==> src/rtl/stage_fetch_pkg.sv <==
`default_nettype none
// ============================================================================
// Module      : stage_fetch_pkg
// Description : Shared types and constants for the instruction fetch stage.
// Revision    : 1.0 - initial release
// ============================================================================
package stage_fetch_pkg;

    // Fetch control states: normal fetching, or draining stale responses.
    typedef enum logic [0:0] {
        ST_RUN   = 1'b0,
        ST_FLUSH = 1'b1
    } fetch_state_t;

    // One decode-buffer entry: fetch address and its instruction word.
    typedef struct packed {
        logic [31:0] pc;
        logic [31:0] insn;
    } fetch_entry_t;

    localparam logic [31:0] c_reset_pc_default = 32'h0000_0000;
    localparam logic [1:0]  c_buf_depth        = 2'd2;

    // Sequential fetch address; wraps naturally at 2^32.
    function automatic logic [31:0] pc_plus4(input logic [31:0] pc);
        return pc + 32'd4;
    endfunction

endpackage
`default_nettype wire

==> src/rtl/stage_fetch_fetch_buffer.sv <==
`default_nettype none
// ============================================================================
// Module      : fetch_buffer
// Description : Two-entry in-order {pc, insn} FIFO with flush. Entry 0 is
//               always the head so the outputs come straight from registers.
// Revision    : 1.0 - initial release
// ============================================================================
module fetch_buffer
    import stage_fetch_pkg::*;
(
    input  logic        clk,
    input  logic        reset_n,
    input  logic        flush,
    input  logic        push,
    input  logic [31:0] push_pc,
    input  logic [31:0] push_insn,
    input  logic        pop,
    output logic        head_valid,
    output logic [31:0] head_pc,
    output logic [31:0] head_insn,
    output logic [1:0]  count
);

    fetch_entry_t r_ent0;
    fetch_entry_t r_ent1;
    logic [1:0]   r_count;
    fetch_entry_t w_new;
    logic         w_pop;

    assign w_new      = '{pc: push_pc, insn: push_insn};
    assign w_pop      = pop & (r_count != 2'd0);
    assign head_valid = (r_count != 2'd0);
    assign head_pc    = r_ent0.pc;
    assign head_insn  = r_ent0.insn;
    assign count      = r_count;

    // Storage update: flush empties the FIFO and overrides push/pop.
    always_ff @(posedge clk) begin
        if (!reset_n) begin
            r_count <= 2'd0;
            r_ent0  <= '0;
            r_ent1  <= '0;
        end else if (flush) begin
            r_count <= 2'd0;
        end else begin
            case ({push, w_pop})
                2'b10: begin
                    if (r_count != c_buf_depth) begin
                        if (r_count == 2'd0) r_ent0 <= w_new;
                        else                 r_ent1 <= w_new;
                        r_count <= r_count + 2'd1;
                    end
                end
                2'b01: begin
                    r_ent0  <= r_ent1;
                    r_count <= r_count - 2'd1;
                end
                2'b11: begin
                    if (r_count == 2'd1) begin
                        r_ent0 <= w_new;
                    end else begin
                        r_ent0 <= r_ent1;
                        r_ent1 <= w_new;
                    end
                end
                default: ;
            endcase
        end
    end

endmodule
`default_nettype wire

==> src/rtl/stage_fetch.sv <==
`default_nettype none
// ============================================================================
// Module      : stage_fetch
// Description : Instruction fetch stage. Issues word reads, tracks up to two
//               outstanding requests, buffers responses for decode and
//               squashes stale responses after a control-flow redirect.
// Revision    : 1.0 - initial release
// ============================================================================
module stage_fetch
    import stage_fetch_pkg::*;
#(
    parameter logic [31:0] RESET_PC = c_reset_pc_default
) (
    input  logic        clk,
    input  logic        reset_n,
    output logic        imem_req,
    output logic [31:0] imem_addr,
    input  logic        imem_ready,
    input  logic        imem_rvalid,
    input  logic [31:0] imem_rdata,
    input  logic        br_redirect,
    input  logic [31:0] br_target,
    input  logic        de_stall,
    output logic        de_valid,
    output logic [31:0] de_insn,
    output logic [31:0] de_pc
);

    fetch_state_t r_state;
    fetch_state_t w_state_nxt;
    logic [31:0]  r_pc;
    logic [1:0]   r_outstanding;
    logic [1:0]   r_drop;
    logic [31:0]  r_iq0;
    logic [31:0]  r_iq1;

    logic [1:0]   w_count;
    logic         w_pop;
    logic         w_push;
    logic         w_accept;
    logic         w_rsp;
    logic [2:0]   w_occupancy;
    logic [1:0]   w_outstanding_nxt;
    logic [1:0]   w_drop_nxt;
    logic [31:0]  w_iq0_nxt;
    logic [31:0]  w_iq1_nxt;
    logic [31:0]  w_target;
    logic         w_unused;

    // Low target bits are architecturally ignored.
    assign w_target = {br_target[31:2], 2'b00};
    assign w_unused = ^br_target[1:0];

    // A request is only issued if its response is guaranteed a buffer slot.
    assign w_pop       = de_valid & ~de_stall;
    assign w_occupancy = {1'b0, r_outstanding} + {1'b0, w_count} - {2'b00, w_pop};
    assign imem_req    = reset_n & (r_state == ST_RUN) & ~br_redirect & (w_occupancy < 3'd2);
    assign imem_addr   = r_pc;
    assign w_accept    = imem_req & imem_ready;
    assign w_rsp       = imem_rvalid & (r_outstanding != 2'd0);
    assign w_push      = w_rsp & (r_state == ST_RUN) & ~br_redirect;

    // Issued-address queue: responses retire the head, accepts append.
    always_comb begin
        w_iq0_nxt         = r_iq0;
        w_iq1_nxt         = r_iq1;
        w_outstanding_nxt = r_outstanding;
        if (w_rsp) begin
            w_iq0_nxt         = r_iq1;
            w_outstanding_nxt = r_outstanding - 2'd1;
        end
        if (w_accept) begin
            if (w_outstanding_nxt == 2'd0) w_iq0_nxt = r_pc;
            else                           w_iq1_nxt = r_pc;
            w_outstanding_nxt = w_outstanding_nxt + 2'd1;
        end
    end

    // Next state and drop count; a redirect turns in-flight reads into drops.
    always_comb begin
        w_state_nxt = r_state;
        w_drop_nxt  = r_drop;
        case (r_state)
            ST_RUN: begin
                if (br_redirect) begin
                    w_drop_nxt  = r_outstanding - {1'b0, w_rsp};
                    w_state_nxt = (w_drop_nxt != 2'd0) ? ST_FLUSH : ST_RUN;
                end
            end
            ST_FLUSH: begin
                if (w_rsp) w_drop_nxt = r_drop - 2'd1;
                w_state_nxt = (w_drop_nxt != 2'd0) ? ST_FLUSH : ST_RUN;
            end
            default: begin
                w_state_nxt = ST_RUN;
                w_drop_nxt  = 2'd0;
            end
        endcase
    end

    // Control and address registers.
    always_ff @(posedge clk) begin
        if (!reset_n) begin
            r_state       <= ST_RUN;
            r_pc          <= RESET_PC;
            r_outstanding <= 2'd0;
            r_drop        <= 2'd0;
            r_iq0         <= '0;
            r_iq1         <= '0;
        end else begin
            r_state       <= w_state_nxt;
            r_outstanding <= w_outstanding_nxt;
            r_drop        <= w_drop_nxt;
            r_iq0         <= w_iq0_nxt;
            r_iq1         <= w_iq1_nxt;
            if (br_redirect)   r_pc <= w_target;
            else if (w_accept) r_pc <= pc_plus4(r_pc);
        end
    end

`ifndef SYNTHESIS
    // Flag a response that no request accounts for; it is ignored.
    always_ff @(posedge clk) begin
        if (reset_n && imem_rvalid && (r_outstanding == 2'd0))
            $display("stage_fetch: unexpected imem_rvalid with nothing outstanding at %0t", $time);
    end
`endif

    fetch_buffer u_buf (
        .clk        (clk),
        .reset_n    (reset_n),
        .flush      (br_redirect),
        .push       (w_push),
        .push_pc    (r_iq0),
        .push_insn  (imem_rdata),
        .pop        (w_pop),
        .head_valid (de_valid),
        .head_pc    (de_pc),
        .head_insn  (de_insn),
        .count      (w_count)
    );

endmodule
`default_nettype wire

==> config.mk <==
export PLATFORM = sky130hd
export DESIGN_NAME = stage_fetch
export DESIGN_NICKNAME = d
export VERILOG_FILES = /design/src/rtl/stage_fetch_pkg.sv /design/src/rtl/stage_fetch_fetch_buffer.sv /design/src/rtl/stage_fetch.sv
export SDC_FILE = /design/constraint.sdc
export NUM_CORES = 1
export LEC_CHECK = 0
export BUFFER_PORTS_ARGS = -buffer_cell sky130_fd_sc_hd__buf_4
export CORE_UTILIZATION = 50
export DETAILED_ROUTE_END_ITERATION = 8
export PLACE_DENSITY = 0.75
export SETUP_SLACK_MARGIN = 0.2
export SYNTH_ARGS = -nofsm -noshare
export SYNTH_HDL_FRONTEND = slang
export SYNTH_SLANG_ARGS = --single-unit
==> constraint.sdc <==
create_clock -name clk -period 3.2 [get_ports clk]
set_input_delay 0.48 -clock clk [delete_from_list [all_inputs] [get_ports clk]]
set_output_delay 0.48 -clock clk [all_outputs]
set_load 0.03 [all_outputs]
Word-level counts from Yosys, hierarchy flattened
Cells that the tools add are included.
Widths: inputs -> output; s select.
{ "word_totals": {"regBits": 231, "elab_cells": 86} }
{ "op_classes": {"n_addsub": 9, "order_cmp": 1, "eq_ne": 10, "mux": 25, "bitwise": 14, "reduce_logical": 15} }
{ "op_table": {"columns": ["cell", "n"], "rows": [
  ["$mux 64", 6],
  ["$pmux 64 s3", 1],
  ["$mux 32", 5],
  ["$pmux 64 s2", 1],
  ["$add 32x3->32 const B", 1],
  ["$reduce_bool 2->1", 7],
  ["$mux 2", 6],
  ["$and 1x1->1", 9],
  ["$ne 2x2->1 const B", 4],
  ["$pmux 2 s2", 2],
  ["$sub 2x1->2 const B", 3],
  ["$not 1->1", 5],
  ["$reduce_and 5->1", 1],
  ["$add 2x1->2 const B", 2],
  ["$eq 2x1->1 const B", 2],
  ["$eq 2x2->1 const B", 2],
  ["$logic_not 2->1", 2],
  ["$ne 2x1->1 const B", 2],
  ["$reduce_and 2->1", 2],
  ["$reduce_and 4->1", 1],
  ["$add 2x2->3", 1],
  ["$lt 3x2->1 const B", 1],
  ["$mux 1", 3],
  ["$reduce_bool 3->1", 1],
  ["other kinds (4)", 4]
]} }

Depth between registers and ports, before layout
Gate-level depths: netlist (run 1).
{ "depth": {"ltp_word": 8, "mapped_depth": 14} }

Modules after synthesis
A second synthesis (run 1) with hierarchy kept.
{ "hier_totals": {"cells_unflattened": 1262, "hier_area_um2": 10801.6} }
{ "by_module_without_submodules": {"columns": ["module", "instances", "cells_per_inst", "area_per_inst_um2", "seq_area_each_um2"], "rows": [
  ["fetch_buffer", 1, 695, 5963.2, 2602.5],
  ["stage_fetch", 1, 567, 4838.4, 1941.9]
]} }

Least setup slack after synthesis (run 1)
No wires, ideal clock.
{ "synth_timing": {"kind": "flip-flop to flip-flop", "from": "register u_buf.r_count[0], in the netlist u_buf.count[0]", "to": "register r_pc[30], in the netlist imem_addr[30]", "setup_ns": 0.120, "t_arrival_ns": 2.892, "required_time_ns": 3.080, "path_slack_ns": 0.188, "stages_incl_launch_ff": 11, "n_path_buf": 0, "synth_period_minus_slack_ns": 3.012, "cell_sequence": "dfxtp_1 -> inv_1 -> ha_1 -> nor2_1 -> ha_1 -> nand2b_1 -> fa_1 -> nor4bb_1 -> nand4_1 -> o311a_1 -> o31a_1"} }
{ "synth_via": {"elab_chain_cells": 7, "elab_cells_between_ends": 8} }
{ "synth_rtl": {"columns": ["item", "line", "rtl"], "rows": [
  ["start: declaration", "stage_fetch_fetch_buffer.sv:26", "logic [1:0] r_count;"],
  ["start signal: assignment", "stage_fetch_fetch_buffer.sv:51", "r_count <= r_count + 2'd1;"],
  ["start signal: assignment", "stage_fetch_fetch_buffer.sv:56", "r_count <= r_count - 2'd1;"],
  ["parallel branches: the longest is 2 deep, another holds $add 2x2->3", null, null],
  ["$sub 3x1->3 *", "stage_fetch.sv:56", "assign w_occupancy = {1'b0, r_outstanding} + {1'b0, w_count} - {2'b00, w_pop};"],
  ["$lt 3x2->1 *", "stage_fetch.sv:57", "assign imem_req = reset_n & (r_state == ST_RUN) & ~br_redirect & (w_occupancy < 3'd2);"],
  ["$and 1x1->1 *", "stage_fetch.sv:57", null],
  ["$and 1x1->1 *", "stage_fetch.sv:59", "assign w_accept = imem_req & imem_ready;"],
  ["$reduce_bool 2->1 (no source line) *", null, null],
  ["end signal: assignment", "stage_fetch.sv:116", "if (br_redirect) r_pc <= w_target;"],
  ["end signal: assignment", "stage_fetch.sv:117", "else if (w_accept) r_pc <= pc_plus4(r_pc);"],
  ["end: declaration", "stage_fetch.sv:31", "logic [31:0] r_pc;"]
]} }
Mark *: on every way between the ends.
A chain may end at the register's enable or synchronous reset.

Final worst setup path (run 1)
{ "layout_timing": {"from": "register u_buf.r_count[0], in the netlist u_buf.count[0]", "to": "output imem_req"} }
{ "layout_via": {"elab_chain_cells": 5, "elab_cells_between_ends": 6} }
{ "layout_rtl": {"columns": ["item", "line", "rtl"], "rows": [
  ["parallel branches: the longest is 2 deep, another holds $add 2x2->3", null, null],
  ["$sub 3x1->3 *", "stage_fetch.sv:56", null],
  ["$lt 3x2->1 *", "stage_fetch.sv:57", null],
  ["$and 1x1->1 *", "stage_fetch.sv:57", null],
  ["end: declaration", "stage_fetch.sv:16", "output logic imem_req,"]
]} }
Marked as above.

==> results by group, run 1 <==
Run status
  • Status: complete, no violations

Die
  • Die height: 141 um
  • Die Wd: 141 um
  • Core Box Area: between 0.015 and 0.02 mm^2
  • Die ar.: between 0.015 and 0.02 mm^2
  • Row count: 50
  • IO Count: 168
  • Initial core utilization: a little over 50%

Critical path
  • Critical Path End Type: output pin
  • CP bufs+invs: 2
  • CP most frequent cell: ha_4
  • CP cell instances: inv_4 > ha_4 > nor2_4 > ha_4 > nand2b_4 > fa_1 > and4bb_1 > and2_4 > buf_6
  • Cell family with most CP delay: adder cells
  • Setup Crit Path Kind: reg2out
  • Reg2Reg Setup Slack: 0.23 ns
  • RR Startpoint: u_buf.count[0]$_SDFFE_PP0P_
  • Worst-path maximum fanout: 3
  • R2R Path End: r_iq0[4]$_SDFF_PN0_
  • CP max stage delay: 0.53 ns
  • R2R depth: 12
  • Critical-path top delay cell: fa_1
  • Critical path required time: approximately 2.7 ns
  • CP Data Arrival Time: between 2 and 3 ns
  • Critical Path Start Type: flip-flop

Place
  • DP Wirelength: approximately 15000 um
  • Placed cell area: 0.0111 mm^2
  • Routability cong.: 0.844
  • IO Port Bufs: 163

GRT
  • Vias in the first global route: 7857
  • Grt ovf: 0
  • First-pass GRT wire length: about 40000 um
  • Largest net degree at the start of global routing: 165
  • Initial antenna violation count: 0
  • GRT Util Overall: 24.5%

Job
  • Max_cap viols: 0

Hold path
  • Worst hold path type: in2reg
  • Hold depth: 3
  • Min-delay src: br_target[24]
  • Hold EP: imem_addr[24]$_SDFFE_PN0P_

Clock tree
  • CTS Buffer Depth: 3
  • Sink Count: roughly 230
  • Root buf cell: clkbuf_16
  • H-tree depth: 1
  • Clk_lat worst skew: 0.51 ns
  • Reg clk slew, reported paths: around 0.060 ns
  • TritonCTS buffer count: 24
  • Hold-fix buffers, CTS: 0
  • CTS tree: built

Synth
  • Post-synth top area cell: dfxtp_1
  • Most frequent cell after synthesis: nand2_1
  • Seq/Total Area, Yosys: between 40% and 50%
  • Top FF cell, synth: dfxtp_1
  • Top cells by area, synth: dfxtp_1, nand2_1, a211oi_1
  • #FFs+latches synth: approximately 230
  • Netlist Area Pre-Place: just under 0.01 mm^2
  • Asr flop ratio synth: 0%
  • Cell variety after synth: 56
  • Post-synth EDFFs: 0
  • Synth Warn #: 0
  • Synth Instances: around 1200
  • Post-Syn Area per Cell: roughly 8.2 um^2
  • Synth cell count leaders: nand2_1, dfxtp_1, nor2_1
  • Synth top area share: between 40% and 50%

Timing
  • Final Max Tran Viols: 0
  • Setup TNS: 0 ns
  • FMAX: 328 MHz
  • Final setup viols: 0
  • RSZ-0062 raised after global routing: yes
  • Rel. slew slack: 48.5%
  • Fin. Hold Viols: 0
  • Clk_skew: approximately 0.015 ns
  • Post-route minimum period: roughly 3 ns
  • Period utilization: between 90 and 100%
  • Worst-margin pin slew: 0.772 ns

Power
  • VDD IR-drop max: approximately 0.0004 V
  • Static leakage: approximately 4.4 nW
  • Power per cell area: about 700 mW/mm^2

Drt
  • WL per Instance: roughly 16 um
  • Vias: approximately 8800
  • Routed Antenna Nets: 0
  • Total Wirelength: between 20000 and 25000 um
  • DRC viols: 0
  • Drt pass-1 iters: 5
  • Avg Vias per Cell: between 5 and 6
  • DR iter-0 viols: about 650

Final layout
  • Final nets: ~1400
  • Diodes inserted: 0
  • Ratio of cells with drive above 1 in the final layout: between 20% and 30%
  • Filler instances: 1625
  • Syn-to-layout area delta: 26.0%
  • Post-route cell area: 0.0121 mm^2
==> routing by layer <==
metal	part of all wire [%]	vias to the layer above	GRT usage [%]
li1	-	4414	-
met1	46	4029	34.8
met2	46	294	38.7
met3	6.4	40	3.26
met4	2.1	0	7.32
met5	0	-	0
==> layout by cell type, fill, tap and decap left out, drive strengths merged, types with 19 or more instances in the layout <==
cell type,Yosys,final
o21ai,19,19
a211oi,66,66
nand2,275,275
buf,34,197
a21oi,98,98
clkbuf,70,37
a311oi,31,31
dfxtp,227,227
a22oi,65,65
nor2,122,122
a21boi,25,25
==> what timing repair did <==
action,4_1_cts,5_1_grt
endpoints found under the hold margin,0,0
buffers inserted,4,6
setup endpoints to repair,82,59
gates resized for setup,15,22
pin swaps,5,6
cloned,1,0
==> area by class of cell <==
| class | instances | area (um^2) | area share (%) |
|---|---|---|---|
| tap | 260 | 325 | 2.68 |
| clock buffer | 37 | 701 | 5.77 |
| timing repair buffer | 198 | 1640 | 13.5 |
| clock inverter | 5 | 78.8 | 0.649 |
| multi-input combinational | 835 | 4790 | 39.5 |
| inverter | 14 | 60.1 | 0.494 |
| sequential | 227 | 4550 | 37.4 |
==> worst reg2reg max path, stage by stage, from the launching register on <==
cell and delay, ns:
dfxtp_2 0.35, inv_4 0.05, ha_4 0.16, nor2_4 0.11
ha_4 0.21, nand2b_4 0.13, fa_1 0.53, and4bb_1 0.24
buf_4 0.16, and3_4 0.24, nand2_2 0.11, bufbuf_16 0.34
a311oi_1 0.24
==> metrics by stage <==
stage               worst slack [ns]  hold slack [ns]  power (mW)  cells  utilization [%]
finish                         0.152            0.187        8.51   1576             64.5
global route                  0.0983            0.195        8.90   1576             64.5
detailed placement            0.0539            0.446        5.61   1523             58.8
floorplan                      0.263            0.436        4.87   1180                -
global placement               0.144            0.441        5.56   1523             58.8
CTS                            0.104            0.169        8.44   1570             63.5
==> kinds of logic (layout without fill, tap and decap cells) <==
group	Yosys count	after routing	share of synthesized area [%]
flip-flops	227	227	47.1
buffers and inverters	118	254	5.33
adder cells (fa/ha/maj)	13	13	1.76
XOR/XNOR	15	15	1.36
other	1	2	0.0389
AND/OR/NAND/NOR	471	471	20.7
AO/OA/AOI/OAI	333	333	23.5
multiplexers	1	1	0.117
==> state kept, by name, summed over array words and instances, names as in the netlist, 2 cells and up <==
register	cells
u_buf.head_pc	32
r_outstanding	2
r_drop	2
u_buf.r_ent1	64
imem_addr	30
u_buf.count	2
r_iq1	30
u_buf.head_insn	32
r_iq0	32
==> power by group <==
part | switching, mW | leakage [nW] | total [mW] | internal [mW]
clock network | 1.08 | 0.380 | 2.74 | 1.66
registers | 0.287 | 1.84 | 3.45 | 3.16
logic | 1.38 | 2.16 | 2.32 | 0.938
total | 2.75 | 4.38 | 8.51 | 5.76
==> worst max path at each step <==
| stage | slack (ns) | startpoint | cells after the start | endpoint |
|---|---|---|---|---|
| global route | 0.1 | u_buf.count[0]$_SDFFE_PP0P_ | 9 | imem_req |
| floorplan | 0.26 | u_buf.count[0]$_SDFFE_PP0P_ | 10 | imem_addr[30]$_SDFFE_PN0P_ |
| CTS | 0.10 | u_buf.count[1]$_SDFFE_PP0P_ | 9 | imem_req |
| global placement | 0.14 | u_buf.count[0]$_SDFFE_PP0P_ | 11 | imem_addr[26]$_SDFFE_PN0P_ |
| detailed placement | 0.05 | u_buf.count[0]$_SDFFE_PP0P_ | 11 | imem_addr[26]$_SDFFE_PN0P_ |
| finish | 0.15 | u_buf.count[0]$_SDFFE_PP0P_ | 9 | imem_req |
Power figures use the tool's default switching activity.
==> run 2, diff against run 1 <==
Settings changed: BUFFER_PORTS_ARGS -buffer_cell sky130_fd_sc_hd__buf_4 to -buffer_cell sky130_fd_sc_hd__clkbuf_2, CTS_BUF_LIST set to sky130_fd_sc_hd__clkbuf_4 sky130_fd_sc_hd__clkbuf_8 sky130_fd_sc_hd__clkbuf_16.
==> run 2 against run 1 <==
Count of clock-buffer cells in the layout down 6. Wire length up 4.9%. Cell area down 2.7%. Critical path depth unchanged. Global-route usage down 0.15 points. Total power up 0.16%. Sequential share of layout area up 1.0 points. Register-to-register slack about the same. Largest power group unchanged.
==> results by group, run 2 (synthesized netlist as in run 1, its figures left out) <==
Run status
  • Status: complete, no violations (unchanged)

Place
  • IO Port Bufs: 163 (unchanged)
  • Worst slack, placed: 0.0571 ns (was 0.0539 ns)
  • Routability cong.: 0.848 (was 0.844)
  • DP Wirelength: 15300 um (about the same)

GRT
  • Initial antenna violation count: 0 (unchanged)
  • First-pass GRT wire length: 40200 um (was 40100 um)
  • Largest net degree at the start of global routing: 159 (was 165)
  • GRT Util Overall: 24.3% (was 24.5%)
  • Grt ovf: 0 (unchanged)
  • Vias in the first global route: 7966 (was 7857)

Final layout
  • Leading cell type in the layout, fill and taps excluded: nand2_1 (unchanged)
  • Ratio of cells with drive above 1 in the final layout: 21.5% (was 20.7%)
  • Diodes inserted: 0 (unchanged)
  • Filler instances: 1604 (was 1625)
  • Storage cell area: 0.00455 mm^2 (unchanged)
  • Largest register by flop count: u_buf.r_ent1 (unchanged)
  • Final Util: 62.8% (was 64.5%)
  • Largest register FFs: 64 (unchanged)
  • Syn-to-layout area delta: 22.6% (was 26.0%)
  • Multi-input logic area: 0.00473 mm^2 (was 0.00479 mm^2)
  • Final nets: 1397 (was 1383)
  • Most frequent cells in the layout: nand2_1, dfxtp_1, clkbuf_2 (was nand2_1, dfxtp_1, buf_4)

Critical path
  • CP bufs+invs: 2 (unchanged)
  • CP Data Arrival Time: 2.54 ns (was 2.57 ns)
  • Cell family with most CP delay: adder cells (unchanged)
  • CP most frequent cell: ha_4 (unchanged)
  • Critical Path End Type: output pin (unchanged)
  • Critical path required time: 2.72 ns (about the same)
  • CP cell instances: inv_2 > ha_4 > nor2_4 > ha_4 > nand2b_4 > fa_1 > and4bb_2 > and2_4 > buf_8 (was inv_4 > ha_4 > nor2_4 > ha_4 > nand2b_4 > fa_1 > and4bb_1 > and2_4 > buf_6)
  • CP max stage delay: 0.51 ns (was 0.53 ns)
  • Worst-path maximum fanout: 2 (was 3)
  • Critical Path Start Type: flip-flop (unchanged)
  • Critical-path top delay cell: fa_1 (unchanged)
  • Setup Crit Path Kind: reg2out (unchanged)

Job
  • Max_cap viols: 0 (unchanged)

Timing
  • Fin. Hold Viols: 0 (unchanged)
  • Rel. slew slack: 52.3% (was 48.5%)
  • Final worst slack: 0.184 ns (was 0.152 ns)
  • Worst-margin pin slew: 0.716 ns (was 0.772 ns)
  • FMAX: 332 MHz (was 328 MHz)
  • RSZ-0062 raised after global routing: yes (unchanged)
  • Post-route minimum period: 3.02 ns (was 3.05 ns)
  • Setup TNS: 0 ns (unchanged)
  • Final Max Tran Viols: 0 (unchanged)
  • Period utilization: 94.3% (was 95.3%)
  • Final setup viols: 0 (unchanged)
  • Clk_skew: 0.00726 ns (was 0.0154 ns)

Die
  • Die Wd: 141 um (unchanged)
  • IO Count: 168 (unchanged)
  • Initial core utilization: 51.2% (unchanged)
  • Die height: 141 um (unchanged)
  • Die ar.: 0.0198 mm^2 (unchanged)
  • Core Box Area: 0.0188 mm^2 (unchanged)
  • Row count: 50 (unchanged)

Drt
  • DR iter-0 viols: 779 (was 649)
  • Avg Vias per Cell: 5.71 (was 5.57)
  • Vias: 9078 (was 8777)
  • Routed Antenna Nets: 0 (unchanged)
  • Drt pass-1 iters: 7 (was 5)
  • WL per Instance: 16.5 um (was 15.8 um)
  • DRC viols: 0 (unchanged)
  • Total Wirelength: 26200 um (was 25000 um)

Clock tree
  • Clk_lat worst skew: 0.50 ns (was 0.51 ns)
  • TritonCTS buffer count: 25 (was 24)
  • Sink Count: 227 (unchanged)
  • Root buf cell: clkbuf_16 (unchanged)
  • H-tree depth: 1 (unchanged)
  • CTS Buffer Depth: 3 (unchanged)
  • Reg clk slew, reported paths: 0.06 ns (about the same)
  • CTS tree: built (unchanged)

Power
  • Power per cell area: 721 mW/mm^2 (was 701 mW/mm^2)
  • VDD IR-drop max: 0.000428 V (was 0.000391 V)
  • Static leakage: 4.33 nW (was 4.38 nW)

Hold path
  • Worst hold path type: in2reg (unchanged)
run 2: cell count changes in the layout (fill, tap and decap cells not counted), sizes merged:
| cell | delta |
|---|---|
| clkbuf | +159 |
| buf | -151 |
| clkinv | +4 |
| clkinvlp | +2 |
| bufbuf | -1 |
| inv | +1 |
run 2: power breakdown:
part | switching (mW) | internal (mW) | total [mW]
Sequential | 0.290 | 3.16 | 3.45
Combinational | 1.40 | 0.841 | 2.24
Clock | 1.13 | 1.70 | 2.83
Total | 2.82 | 5.70 | 8.52
run 2: metal layers:
metal / vias to the layer above / track usage (%) / wire [um]
li1: 4431 / - / -
met1: 4264 / 33.8 / 11700
met2: 349 / 39.2 / 12300
met3: 34 / 3.29 / 1730
met4: 0 / 7.49 / 478
met5: - / 0 / 0
run 2: metrics by stage:
step	power, mW	area [um^2]	hold slack [ns]	std cells
detailed placement	5.50	10600	0.446	1524
global route	8.93	11800	0.202	1590
CTS	8.40	11600	0.193	1577
finish	8.52	11800	0.207	1590
global placement	5.45	10600	0.441	1524
floorplan	4.87	9650	0.436	1180
run 2: layout make-up:
cell class	count	share of cell area, %
multi-input combinational	835	40.0
sequential	227	38.5
timing repair buffer	211	11.3
clock buffer	31	5.89
tap	260	2.75
clock inverter	12	1.04
inverter	14	0.466
run 2: path summary, 6_finish.rpt:
kind                            startpoint  slack [ns]                       endpoint  depth (start not counted)
max            u_buf.count[1]$_SDFFE_PP0P_        0.18                       imem_req                          9
max reg2reg    u_buf.count[1]$_SDFFE_PP0P_        0.24     imem_addr[26]$_SDFFE_PN0P_                         13
min                         imem_rdata[27]        0.21  u_buf.r_ent1[27]$_SDFFE_PN0P_                          3
min reg2reg  u_buf.r_ent1[13]$_SDFFE_PN0P_        0.45  u_buf.r_ent1[13]$_SDFFE_PN0P_                          2
run 2: worst register-to-register path: cells and delay by family (launching register included):
kind	cells	cell delay, ns
buf+inv	3	0.32
compound gates	1	0.27
simple gates	6	1.03
fa+ha+maj	3	0.88
flops	1	0.34
run 2: timing repair:
action / in CTS / in global routing
setup endpoints to repair: 75 / 165
resized for setup: 17 / 20
pin swaps: 4 / 7
buffers inserted: 10 / 8
gates cloned: 0 / 5
hold buffers: 0 / 0
==> run 3, diff against run 2 <==
Settings changed: BUFFER_PORTS_ARGS -buffer_cell sky130_fd_sc_hd__clkbuf_2 to unset, CORE_MARGIN set to 2, DONT_BUFFER_PORTS set to 1, PLACE_DENSITY 0.75 to 0.68.
==> run 3 against run 2 <==
Count of clock-buffer cells in the layout grew 3. Largest cell class unchanged. Die area grew 2.9%. Cell area shrank 7.7%. Highest routed layer unchanged. Utilization shrank 4.8 points. Critical endpoint unchanged.
==> results by group, run 3 (synthesized netlist as in run 1, its figures left out) <==
Run status
  • Status: complete, no violations (unchanged)

Final layout
  • Final Util: 57.9% (was 62.8%)
  • Storage cell area: 0.00455 mm^2 (unchanged)
  • Multi-input logic area: 0.00468 mm^2 (was 0.00473 mm^2)
  • Syn-to-layout area delta: 13.2% (was 22.6%)
  • Largest register FFs: 64 (unchanged)
  • Fin cells: 1426 (was 1590)
  • Final nets: 1232 (was 1397)
  • Leading cell type in the layout, fill and taps excluded: nand2_1 (unchanged)
  • Most frequent cells in the layout: nand2_1, dfxtp_1, nor2_1 (was nand2_1, dfxtp_1, clkbuf_2)
  • Filler instances: 1685 (was 1604)
  • Diodes inserted: 0 (unchanged)
  • Ratio of cells with drive above 1 in the final layout: 9.95% (was 21.5%)
  • Post-route cell area: 0.0109 mm^2 (was 0.0118 mm^2)
  • Largest register by flop count: u_buf.r_ent1 (unchanged)

Clock tree
  • Clk_lat worst skew: 0.51 ns (was 0.50 ns)
  • H-tree depth: 1 (unchanged)
  • CTS tree: built (unchanged)
  • TritonCTS buffer count: 25 (unchanged)
  • Hold-fix buffers, CTS: 0 (unchanged)
  • Reg clk slew, reported paths: 0.06 ns (about the same)
  • CTS Buffer Depth: 3 (unchanged)
  • Root buf cell: clkbuf_16 (unchanged)
  • Sink Count: 227 (unchanged)

Critical path
  • Critical path required time: 2.72 ns (about the same)
  • R2R depth: 12 (was 13)
  • Critical Path Start Type: flip-flop (unchanged)
  • Reg2Reg Setup Slack: 0.33 ns (was 0.24 ns)
  • CP cell instances: inv_2 > ha_4 > nor2_4 > ha_4 > nand2b_4 > fa_1 > and4bb_2 > and2_4 (was inv_2 > ha_4 > nor2_4 > ha_4 > nand2b_4 > fa_1 > and4bb_2 > and2_4 > buf_8)
  • Setup crit end: imem_req (unchanged)
  • Cell family with most CP delay: adder cells (unchanged)
  • R2R Path End: imem_addr[18]$_SDFFE_PN0P_ (was imem_addr[26]$_SDFFE_PN0P_)
  • CP most frequent cell: ha_4 (unchanged)
  • Critical Path End Type: output pin (unchanged)
  • Critical-path top delay cell: fa_1 (unchanged)
  • RR Startpoint: u_buf.count[1]$_SDFFE_PP0P_ (unchanged)
  • CP max stage delay: 0.50 ns (was 0.51 ns)
  • Crit path depth: 8 (was 9)
  • Setup Crit Path Kind: reg2out (unchanged)
  • Crit path from: u_buf.count[1]$_SDFFE_PP0P_ (unchanged)
  • CP bufs+invs: 1 (was 2)
  • CP Data Arrival Time: 2.47 ns (was 2.54 ns)
  • Worst-path maximum fanout: 4 (was 2)

Timing
  • Fin. Hold Viols: 0 (unchanged)
  • Worst-margin pin slew: 0.712 ns (was 0.716 ns)
  • Rel. slew slack: 52.5% (was 52.3%)
  • Final worst slack: 0.253 ns (was 0.184 ns)
  • Final setup viols: 0 (unchanged)
  • Post-route minimum period: 2.95 ns (was 3.02 ns)
  • FMAX: 339 MHz (was 332 MHz)
  • RSZ-0062 raised after global routing: yes (unchanged)
  • Clk_skew: 0.0132 ns (was 0.00726 ns)
  • Setup TNS: 0 ns (unchanged)
  • Period utilization: 92.1% (was 94.3%)
  • Hold_ws: 0.0832 ns (was 0.207 ns)
  • Final Max Tran Viols: 0 (unchanged)

Drt
  • Drt pass-1 iters: 5 (was 7)
  • Vias: 8155 (was 9078)
  • Avg Vias per Cell: 5.72 (was 5.71)
  • Routed Antenna Nets: 0 (unchanged)
  • Total Wirelength: 24300 um (was 26200 um)
  • DRC viols: 0 (unchanged)
  • DR iter-0 viols: 737 (was 779)
  • WL per Instance: 17.1 um (was 16.5 um)

Die
  • Die ar.: 0.0204 mm^2 (was 0.0198 mm^2)
  • Core Box Area: 0.0188 mm^2 (unchanged)
  • Die Wd: 143 um (was 141 um)
  • Row count: 50 (unchanged)
  • Die height: 143 um (was 141 um)
  • IO Count: 168 (unchanged)
  • Initial core utilization: 51.2% (unchanged)

Place
  • # placed instances: 1370 (was 1524)
  • Worst slack, placed: 0.00918 ns (was 0.0571 ns)
  • IO Port Bufs: 0 (was 163)
  • Placed cell area: 0.00991 mm^2 (was 0.0106 mm^2)
  • DP Wirelength: 15100 um (was 15300 um)
  • Routability cong.: 0.842 (was 0.848)

GRT
  • Initial antenna violation count: 0 (unchanged)
  • First-pass GRT wire length: 38800 um (was 40200 um)
  • Largest net degree at the start of global routing: 147 (was 159)
  • GRT Util Overall: 23.1% (was 24.3%)
  • Vias in the first global route: 7237 (was 7966)
  • Grt ovf: 0 (unchanged)

Power
  • VDD IR-drop max: 0.000469 V (was 0.000428 V)
  • Static leakage: 3.60 nW (was 4.33 nW)
  • Power per cell area: 749 mW/mm^2 (was 721 mW/mm^2)
  • Total power: 8.17 mW (was 8.52 mW)

Job
  • Max_cap viols: 0 (unchanged)

Hold path
  • Worst hold path type: in2reg (unchanged)
-- run 3: cell count changes in the layout (fill, tap and decap cells not counted), sizes merged --
cell and delta:
inv -2, buf -2, bufbuf +1, nor2 +1, clkbuf -162
-- run 3: routing by layer --
| metal | part of all wire (%) | routed length [um] | track usage, % | vias to the layer above |
|---|---|---|---|---|
| met2 | 45 | 10900 | 35.3 | 239 |
| met4 | 1.6 | 391 | 5.21 | 0 |
| met5 | 0 | 0 | 0 | - |
| met3 | 7.9 | 1930 | 5.47 | 29 |
| li1 | - | - | - | 4107 |
| met1 | 46 | 11100 | 33.2 | 3780 |
-- run 3: power by group --
group / leakage (nW) / switching [mW] / internal, mW
sequential: 1.84 / 0.581 / 3.16
clock: 0.418 / 1.11 / 1.74
combinational: 1.34 / 0.949 / 0.635
total: 3.60 / 2.64 / 5.53
-- run 3: final cells by class --
class | instances | share of cell area [%]
inverters | 14 | 0.562
flip-flops and latches | 227 | 41.7
multi-input cells | 836 | 42.9
clock inverters | 10 | 0.940
clock buffers | 34 | 6.64
repair buffers | 45 | 4.28
well taps | 260 | 2.98
-- run 3: worst register-to-register path, cell delays in order, from the launching register on --
cell,delay [ns]
dfxtp_2,0.34
inv_2,0.05
ha_4,0.16
nor2_4,0.10
ha_4,0.20
nand2b_4,0.13
fa_1,0.50
and4bb_2,0.27
buf_4,0.12
nand3_1,0.18
nor4_1,0.38
nor3_1,0.08
a221o_1,0.26
-- run 3: repair_timing --
action                     CTS  global route
gates cloned                 0             1
resized for setup           12             7
pin swaps                    6             6
setup endpoints to repair   48            84
buffers inserted             8             3
-- run 3: worst min path at each step --
stage          slack, ns  depth (start not counted)                      endpoint                    startpoint
2_1_floorplan       0.44                          2  u_buf.r_ent1[0]$_SDFFE_PN0P_  u_buf.r_ent1[0]$_SDFFE_PN0P_
3_3_place_gp        0.44                          2  u_buf.r_ent1[1]$_SDFFE_PN0P_  u_buf.r_ent1[1]$_SDFFE_PN0P_
3_5_place_dp        0.45                          2  u_buf.r_ent1[8]$_SDFFE_PN0P_  u_buf.r_ent1[8]$_SDFFE_PN0P_
4_1_cts             0.07                          2    imem_addr[24]$_SDFFE_PN0P_                 br_target[24]
5_1_grt             0.08                          1    imem_addr[30]$_SDFFE_PN0P_                       reset_n
6_report            0.08                          2    imem_addr[24]$_SDFFE_PN0P_                 br_target[24]
